**config.mk**
```make
export PLATFORM = sky130hd
export DESIGN_NAME = sram_port_arbiter_flat
export DESIGN_NICKNAME = d
export VERILOG_FILES = /design/src/rtl/sram_port_arbiter_if.sv /design/src/rtl/sram_port_arbiter.sv /design/src/flat_wrapper.sv
export SDC_FILE = /design/constraint.sdc
export NUM_CORES = 1
export LEC_CHECK = 0
export ABC_AREA = 1
export CORE_AREA = 2 2 272 274
export CTS_CLUSTER_DIAMETER = 150
export DETAILED_ROUTE_END_ITERATION = 10
export DIE_AREA = 0 0 274 276
export SETUP_SLACK_MARGIN = 0.3
export SLEW_MARGIN = 25
export SYNTH_ARGS = -nofsm -noshare
export SYNTH_HDL_FRONTEND = slang
export SYNTH_SLANG_ARGS = --single-unit
```
**constraint.sdc**
```tcl
create_clock -name i_clk -period 3.4 [get_ports i_clk]
set_input_delay 0.34 -clock i_clk [delete_from_list [all_inputs] [get_ports i_clk]]
set_output_delay 0.34 -clock i_clk [all_outputs]
set_load 0.01 [all_outputs]
```
**src/rtl/sram_port_arbiter_if.sv**
```systemverilog
// Requester and SRAM-pin bundle for sram_port_arbiter.
// slave = arbiter view, master = requesters plus SRAM macro.
interface sram_port_arbiter_if #(
    parameter int NUM_REQ = 3,
    parameter int ADDR_W  = 10,
    parameter int DATA_W  = 64
);
    logic [NUM_REQ-1:0]        i_req_valid;
    logic [NUM_REQ-1:0]        o_req_ready;
    logic [NUM_REQ-1:0]        i_req_wen;
    logic [NUM_REQ*ADDR_W-1:0] i_req_addr;
    logic [NUM_REQ*DATA_W-1:0] i_req_wdata;
    logic [NUM_REQ*DATA_W-1:0] i_req_bit_mask;
    logic [NUM_REQ-1:0]        i_req_lock;
    logic [NUM_REQ-1:0]        o_rsp_valid;
    logic [DATA_W-1:0]         o_rsp_rdata;
    logic                      o_sram_cen;
    logic                      o_sram_wen;
    logic [ADDR_W-1:0]         o_sram_addr;
    logic [DATA_W-1:0]         o_sram_wdata;
    logic [DATA_W-1:0]         o_sram_bit_mask;
    logic [DATA_W-1:0]         i_sram_rdata;

    modport slave (
        input  i_req_valid,
        input  i_req_wen,
        input  i_req_addr,
        input  i_req_wdata,
        input  i_req_bit_mask,
        input  i_req_lock,
        input  i_sram_rdata,
        output o_req_ready,
        output o_rsp_valid,
        output o_rsp_rdata,
        output o_sram_cen,
        output o_sram_wen,
        output o_sram_addr,
        output o_sram_wdata,
        output o_sram_bit_mask
    );

    modport master (
        output i_req_valid,
        output i_req_wen,
        output i_req_addr,
        output i_req_wdata,
        output i_req_bit_mask,
        output i_req_lock,
        output i_sram_rdata,
        input  o_req_ready,
        input  o_rsp_valid,
        input  o_rsp_rdata,
        input  o_sram_cen,
        input  o_sram_wen,
        input  o_sram_addr,
        input  o_sram_wdata,
        input  o_sram_bit_mask
    );
endinterface

```
**src/rtl/sram_port_arbiter.sv**
```systemverilog
// Round-robin arbiter sharing one sram_1024x64 between NUM_REQ
// requesters; lock bursts, registered SRAM pins, 2-cycle read return.
module sram_port_arbiter #(
    parameter int NUM_REQ = 3,
    parameter int ADDR_W  = 10,
    parameter int DATA_W  = 64
) (
    input  logic               i_clk,
    input  logic               i_rst_n,
    sram_port_arbiter_if.slave bus
);
    localparam int ID_W = (NUM_REQ > 1) ? $clog2(NUM_REQ) : 1;
    localparam logic [ID_W-1:0] LAST_ID = ID_W'(NUM_REQ - 1);
    localparam logic [ID_W:0]   NUM_W   = (ID_W+1)'(NUM_REQ);

    // Arbitration state
    logic [ID_W-1:0] rr_ptr_q;
    logic [ID_W-1:0] rr_ptr_d;
    logic [ID_W-1:0] last_q;
    logic [ID_W-1:0] last_d;
    logic            last_vld_q;
    logic            last_vld_d;

    // Command stage S1 (drives the SRAM pins)
    logic              cen_q;
    logic              cen_d;
    logic              wen_q;
    logic              wen_d;
    logic [ADDR_W-1:0] addr_q;
    logic [ADDR_W-1:0] addr_d;
    logic [DATA_W-1:0] wdata_q;
    logic [DATA_W-1:0] wdata_d;
    logic [DATA_W-1:0] mask_q;
    logic [DATA_W-1:0] mask_d;
    logic [ID_W-1:0]   tag_id_q;
    logic [ID_W-1:0]   tag_id_d;
    logic              tag_rd_q;
    logic              tag_rd_d;

    // Response stage S2
    logic            rsp_vld_q;
    logic            rsp_vld_d;
    logic [ID_W-1:0] rsp_id_q;
    logic [ID_W-1:0] rsp_id_d;

    // Combinational arbitration results
    logic               grant_vld;
    logic [ID_W-1:0]    grant_id;
    logic [NUM_REQ-1:0] grant_oh;
    logic [ID_W:0]      pos;
    logic               lock_hold;

    // Selected requester command
    logic              sel_wen;
    logic [ADDR_W-1:0] sel_addr;
    logic [DATA_W-1:0] sel_wdata;
    logic [DATA_W-1:0] sel_mask;

    // Winner search: first valid at or after rr_ptr, unless the owner holds lock
    always_comb begin
        grant_vld = 1'b0;
        grant_id  = '0;
        pos       = '0;
        for (int k = NUM_REQ - 1; k >= 0; k--) begin
            pos = {1'b0, rr_ptr_q} + (ID_W+1)'(k);
            if (pos >= NUM_W) begin
                pos = pos - NUM_W;
            end
            if (bus.i_req_valid[pos[ID_W-1:0]]) begin
                grant_vld = 1'b1;
                grant_id  = pos[ID_W-1:0];
            end
        end
        lock_hold = last_vld_q
                  & bus.i_req_valid[last_q]
                  & bus.i_req_lock[last_q];
        if (lock_hold) begin
            grant_vld = 1'b1;
            grant_id  = last_q;
        end
    end

    // One-hot ready for the winner; forced low while reset is asserted
    always_comb begin
        grant_oh = '0;
        for (int r = 0; r < NUM_REQ; r++) begin
            grant_oh[r] = grant_vld && (grant_id == ID_W'(r));
        end
    end

    assign bus.o_req_ready = grant_oh & {NUM_REQ{i_rst_n}};

    // Mux the winning requester's command fields
    always_comb begin
        sel_wen   = bus.i_req_wen[grant_id];
        sel_addr  = bus.i_req_addr[int'(grant_id)*ADDR_W +: ADDR_W];
        sel_wdata = bus.i_req_wdata[int'(grant_id)*DATA_W +: DATA_W];
        sel_mask  = bus.i_req_bit_mask[int'(grant_id)*DATA_W +: DATA_W];
    end

    // Round-robin pointer and last-granted owner advance on every handshake
    always_comb begin
        rr_ptr_d   = rr_ptr_q;
        last_d     = last_q;
        last_vld_d = last_vld_q;
        if (grant_vld) begin
            if (grant_id == LAST_ID) begin
                rr_ptr_d = '0;
            end else begin
                rr_ptr_d = grant_id + 1'b1;
            end
            last_d     = grant_id;
            last_vld_d = 1'b1;
        end
    end

    // S1 next: load command on handshake; idle keeps addr/wdata to avoid toggling
    always_comb begin
        cen_d    = 1'b0;
        wen_d    = 1'b0;
        mask_d   = '0;
        addr_d   = addr_q;
        wdata_d  = wdata_q;
        tag_id_d = tag_id_q;
        tag_rd_d = 1'b0;
        if (grant_vld) begin
            cen_d    = 1'b1;
            wen_d    = sel_wen;
            addr_d   = sel_addr;
            wdata_d  = sel_wdata;
            mask_d   = sel_wen ? sel_mask : '0;
            tag_id_d = grant_id;
            tag_rd_d = ~sel_wen;
        end
    end

    // S2 next: a read in S1 becomes a response one cycle later
    always_comb begin
        rsp_vld_d = cen_q & tag_rd_q;
        rsp_id_d  = tag_id_q;
    end

    // Arbitration state registers
    always_ff @(posedge i_clk or negedge i_rst_n) begin
        if (!i_rst_n) begin
            rr_ptr_q   <= '0;
            last_q     <= '0;
            last_vld_q <= 1'b0;
        end else begin
            rr_ptr_q   <= rr_ptr_d;
            last_q     <= last_d;
            last_vld_q <= last_vld_d;
        end
    end

    // S1 command registers
    always_ff @(posedge i_clk or negedge i_rst_n) begin
        if (!i_rst_n) begin
            cen_q    <= 1'b0;
            wen_q    <= 1'b0;
            addr_q   <= '0;
            wdata_q  <= '0;
            mask_q   <= '0;
            tag_id_q <= '0;
            tag_rd_q <= 1'b0;
        end else begin
            cen_q    <= cen_d;
            wen_q    <= wen_d;
            addr_q   <= addr_d;
            wdata_q  <= wdata_d;
            mask_q   <= mask_d;
            tag_id_q <= tag_id_d;
            tag_rd_q <= tag_rd_d;
        end
    end

    // S2 response registers
    always_ff @(posedge i_clk or negedge i_rst_n) begin
        if (!i_rst_n) begin
            rsp_vld_q <= 1'b0;
            rsp_id_q  <= '0;
        end else begin
            rsp_vld_q <= rsp_vld_d;
            rsp_id_q  <= rsp_id_d;
        end
    end

    // Decode S2 into the one-hot response strobe
    always_comb begin
        bus.o_rsp_valid = '0;
        for (int r = 0; r < NUM_REQ; r++) begin
            bus.o_rsp_valid[r] = rsp_vld_q && (rsp_id_q == ID_W'(r));
        end
    end

    assign bus.o_rsp_rdata     = bus.i_sram_rdata;
    assign bus.o_sram_cen      = cen_q;
    assign bus.o_sram_wen      = wen_q;
    assign bus.o_sram_addr     = addr_q;
    assign bus.o_sram_wdata    = wdata_q;
    assign bus.o_sram_bit_mask = mask_q;
endmodule

```
**src/flat_wrapper.sv**
```systemverilog
// flat-port wrapper written by rule: the top's interface ports become plain ports
module sram_port_arbiter_flat 
#(
    parameter int NUM_REQ = 3,
    parameter int ADDR_W  = 10,
    parameter int DATA_W  = 64
)
  (i_clk, i_rst_n, bus_i_req_valid, bus_i_req_wen, bus_i_req_addr, bus_i_req_wdata, bus_i_req_bit_mask, bus_i_req_lock, bus_i_sram_rdata, bus_o_req_ready, bus_o_rsp_valid, bus_o_rsp_rdata, bus_o_sram_cen, bus_o_sram_wen, bus_o_sram_addr, bus_o_sram_wdata, bus_o_sram_bit_mask);
  sram_port_arbiter_if #(.NUM_REQ(NUM_REQ), .ADDR_W(ADDR_W), .DATA_W(DATA_W)) bus_i ();
  input  logic i_clk;
  input  logic i_rst_n;
  input wire logic [$bits(bus_i.i_req_valid)-1:0] bus_i_req_valid;
  input wire logic [$bits(bus_i.i_req_wen)-1:0] bus_i_req_wen;
  input wire logic [$bits(bus_i.i_req_addr)-1:0] bus_i_req_addr;
  input wire logic [$bits(bus_i.i_req_wdata)-1:0] bus_i_req_wdata;
  input wire logic [$bits(bus_i.i_req_bit_mask)-1:0] bus_i_req_bit_mask;
  input wire logic [$bits(bus_i.i_req_lock)-1:0] bus_i_req_lock;
  input wire logic [$bits(bus_i.i_sram_rdata)-1:0] bus_i_sram_rdata;
  output wire logic [$bits(bus_i.o_req_ready)-1:0] bus_o_req_ready;
  output wire logic [$bits(bus_i.o_rsp_valid)-1:0] bus_o_rsp_valid;
  output wire logic [$bits(bus_i.o_rsp_rdata)-1:0] bus_o_rsp_rdata;
  output wire logic [$bits(bus_i.o_sram_cen)-1:0] bus_o_sram_cen;
  output wire logic [$bits(bus_i.o_sram_wen)-1:0] bus_o_sram_wen;
  output wire logic [$bits(bus_i.o_sram_addr)-1:0] bus_o_sram_addr;
  output wire logic [$bits(bus_i.o_sram_wdata)-1:0] bus_o_sram_wdata;
  output wire logic [$bits(bus_i.o_sram_bit_mask)-1:0] bus_o_sram_bit_mask;
  assign bus_i.i_req_valid = bus_i_req_valid;
  assign bus_i.i_req_wen = bus_i_req_wen;
  assign bus_i.i_req_addr = bus_i_req_addr;
  assign bus_i.i_req_wdata = bus_i_req_wdata;
  assign bus_i.i_req_bit_mask = bus_i_req_bit_mask;
  assign bus_i.i_req_lock = bus_i_req_lock;
  assign bus_i.i_sram_rdata = bus_i_sram_rdata;
  assign bus_o_req_ready = bus_i.o_req_ready;
  assign bus_o_rsp_valid = bus_i.o_rsp_valid;
  assign bus_o_rsp_rdata = bus_i.o_rsp_rdata;
  assign bus_o_sram_cen = bus_i.o_sram_cen;
  assign bus_o_sram_wen = bus_i.o_sram_wen;
  assign bus_o_sram_addr = bus_i.o_sram_addr;
  assign bus_o_sram_wdata = bus_i.o_sram_wdata;
  assign bus_o_sram_bit_mask = bus_i.o_sram_bit_mask;
  sram_port_arbiter #(.NUM_REQ(NUM_REQ), .ADDR_W(ADDR_W), .DATA_W(DATA_W)) u_core (.i_clk(i_clk), .i_rst_n(i_rst_n), .bus(bus_i));
endmodule
```
==> flow_summary_export.csv <==
group,metric,value,unit
status,outcome,"finished clean",
setup_path,required,3060,ps
sta,fmax,338.7,MHz
sta,worst_slack,447.4,ps
logic_synthesis,synth_edf_count,0,
logic_synthesis,yosys.area_share.simple,35.95,%
setup_path,crit_slowest_cell,"dfrtp_1",
layout,final_nets,2335,
setup_path,path_common_cell,"nand2_1",
floorplan,dieHeight,276,microns
logic_synthesis,syn_nets,1851,
layout,fin_util,22.51,%
global_routing,grt-ovfl-total,0,
sta,worst_clock_skew,10.55,ps
sta,setup_viol,0,
sta,max_slew_margin,51.17,%
setup_path,path_delay_family,"simple AND/OR/NAND/NOR gates",
global_routing,grt_pass1_vias,10180,
placed_design,place_congestion,0.8676,
logic_synthesis,synth_ff_type,"dfrtp_1",
cts,cts_buffers,17,
cts,clk_latency,470,ps
layout,layout-drive-gt1-share,4.957,%
routing,vias,10190,
floorplan,boundaryPins,699,
sta,drv_slew,0,
pwr,p_sw,9.454,mW
logic_synthesis,synth_top_family_by_area,"simple AND/OR/NAND/NOR gates",
worst_hold_path,hold_path_class,"in2async",
cts,clkTransAtPathRegs,70,ps
pwr,pwr-share-comb,71.8,%
routing,ant_nets,0,
logic_synthesis,ys_types,21,
routing,drtIter0Drc,497,
cts,root_buffer,"clkbuf_16",
pwr,clkPwrFrac,11.3,%
logic_synthesis,async_flop_share,100.0,%
global_routing,grt_use_total,11.51,%
placed_design,port-buffer-count,570,
setup_path,crit_fanout,6,
cts,cts_max_level,4,
logic_synthesis,seq_area_frac_synth,40.56,%
routing,dr.pass1.iters,5,
floorplan,core,72590,sq um
sta,rsz0062_at_grt,"no",
pwr,leakagePower,7.488,nW
routing,drt_wl_total,44340,microns
logic_synthesis,synth_warnings,0,
global_routing,antenna_found_initial,4,
setup_path,path_cells,"ha_4, inv_2, nand3_1, inv_1, a21oi_1, nand2_1, nand2_1, nand2_1, nand2_1, nand2_2, nand2_4, nand2_1, nor3_1, clkdlybuf4s15_2",
sta,post-route-period-util,86.84,%
setup_path,cp-end-kind,"primary output",
cts,cts_tree,"yes",
placed_design,dp_hpwl,34120,microns
logic_synthesis,yosys-top-cells-count,"285 x nand2_1, 197 x nor2_1, 196 x nand3_1, 189 x inv_1, 149 x dfrtp_1",
logic_synthesis,synth_compound_area_share,6.261,%
pwr,vdd_ir_drop_max,885.8,uV
flow_run,cap_violations,0,
global_routing,grt_pass1_wl,64540,microns
logic_synthesis,synth_mux_area_share,0,%
cts,cts_buffer_depth,2,
sta,hold_viol_final,0,
routing,drc,0,
logic_synthesis,synth_area_leaders,"dfrtp_1 41%, nand2_1 12%, nand3_1 11%, nor2_1 8.0%, inv_1 7.7%",
logic_synthesis,synth_area,9193,sq um
logic_synthesis,ys_seq_elements,149,
sta,worst_slew_pin_slew,732.5,ps
pwr,seqPwrFrac,16.9,%
routing,vias_per_cell,3.615,
floorplan,die_width,274,microns
placed_design,pre_cts_ws,221.2,ps
pwr,powerDensity,1126,nW/um^2
logic_synthesis,synth_fa_ha_area_share,0.4083,%
floorplan,rows,99,
logic_synthesis,synth.most_common_cell,"nand2_1",
logic_synthesis,synthXorXnorAreaFrac,0,%
pwr,p_int,8.953,mW
logic_synthesis,synth_cells,1359,
floorplan,die_area,75620,sq um
sta,layout_min_cycle_time,2953,ps
setup_path,crit_type,"reg2out",
setup_path,reg2reg_slack,610,ps
global_routing,grt_max_degree,94,
floorplan,start_util,12.66,%
logic_synthesis,yosysTopAreaCellShare,40.56,%
sta,finalSetupTns,0,ps
setup_path,cpPeakStageDelay,430,ps
layout,nFillCells,8103,
setup_path,cp_num_buf_inv,3,
layout,area.growth.synth_to_final,77.77,%
pwr,swShare,51.36,%
routing,wire_per_inst,15.73,microns
logic_synthesis,syn_avg_cell_area,6.764,sq um
setup_path,start_kind,"flop",
cts,clkSinkCount,149,
setup_path,cp.arrival,2610,ps
logic_synthesis,post-synth-top-area-cell,"dfrtp_1",
final cells by class:
class	instances	area [sq um]	area share [%]
sequential	149	3729	22.82
clock buffer	19	442.9	2.710
antenna	4	10.01	0.06125
clock inverter	13	171.4	1.049
multi-input combinational	875	3955	24.20
timing repair buffer	609	6115	37.42
tap	959	1200	7.342
inverter	191	719.4	4.402
metrics by stage:
step | cells | hold WS, ps | total power, mW | area, sq um
finish | 2819 | 276.7 | 18.41 | 16340
floorplan | 1359 | 44.41 | 10.72 | 9193
detailed placement | 2776 | 207.2 | 16.37 | 15650
global placement | 2776 | 209.6 | 16.29 | 15650
global route | 2815 | 262.4 | 20.23 | 16330
CTS | 2812 | 227.3 | 18.65 | 16290
path summary, 6_finish.rpt:
path,start,to,depth (start not counted)
setup / recovery,u_core.rr_ptr_q[1],bus_o_req_ready[0],14
hold / removal,i_rst_n,u_core.bus.o_sram_wdata[39],2
setup reg to reg,u_core.rr_ptr_q[1],u_core.bus.o_sram_bit_mask[56],17
hold reg to reg,u_core.tag_rd_q,u_core.rsp_vld_q,2
max in group asynchronous,i_rst_n,u_core.bus.o_sram_bit_mask[43],3
min in group i_clk,u_core.tag_rd_q,u_core.rsp_vld_q,2
worst reg2reg max path, stage by stage, from the launching register on:
cell	delay [ps]
dfrtp_1	430
ha_4	330
inv_2	60
nand2_1	50
nand2_1	70
nand2_1	90
nand2_1	60
nand2_1	50
nand2_1	50
nand2_1	100
o21ai_4	90
buf_4	180
inv_4	240
buf_12	270
nand2_1	190
o21ai_0	100
nor2_1	60
nor2_1	240
registers in the layout (all words and copies together) (netlist names), 2 cells and up:
signal / cells
u_core.rsp_id_q: 2
u_core.last_q: 2
u_core.rr_ptr_q: 2
u_core.bus.o_sram_bit_mask: 64
u_core.bus.o_sram_wdata: 64
u_core.bus.o_sram_addr: 10
cells by family after synthesis:
kind of cell / count (synthesis)
adder cells (fa/ha/maj): 3
AND/OR/NAND/NOR: 758
flip-flops: 149
buffers and inverters: 335
AO/OA/AOI/OAI: 114
cell usage in the layout, fill, tap and decap left out, types with 2 or more instances in the layout:
master and count:
clkinv_4 3, nand3_1 195, o21ai_0 35, clkinvlp_4 2
nand2_1 282, nor3_1 2, inv_1 186, inv_2 4
inv_6 4, buf_4 29, or2_2 9, ha_1 2
clkbuf_16 17, a21oi_1 77, clkdlybuf4s50_1 567, dfrtp_1 149
bufinv_16 3, diode_2 4, or2_0 65, nand4_1 2
nor2_1 197, nand2_2 2, buf_12 9
metal layers:
layer / global-route usage (%) / routed length (microns)
met4: 4.571 / 1209
met2: 18.19 / 20270
met1: 14.21 / 18970
met3: 4.047 / 3884
met5: 0 / 13
power by group through the flow:
stage | combinational, mW | sequential [mW] | clock [mW]
2_1_floorplan | 7.31 | 3.41 | 0
3_3_place_gp | 13.2 | 3.13 | 0
3_5_place_dp | 13.2 | 3.13 | 0
4_1_cts | 13.3 | 3.12 | 2.21
5_1_grt | 14.8 | 3.21 | 2.27
6_report | 13.2 | 3.10 | 2.09
repair_timing:
action                                 CTS  global route
setup endpoints to repair                3             6
setup buffers                            3             3
pin swaps                                0             1
hold buffers                             1             0
endpoints found under the hold margin   12             0
resized for setup                        6             4
Power figures use the tool's default switching activity.
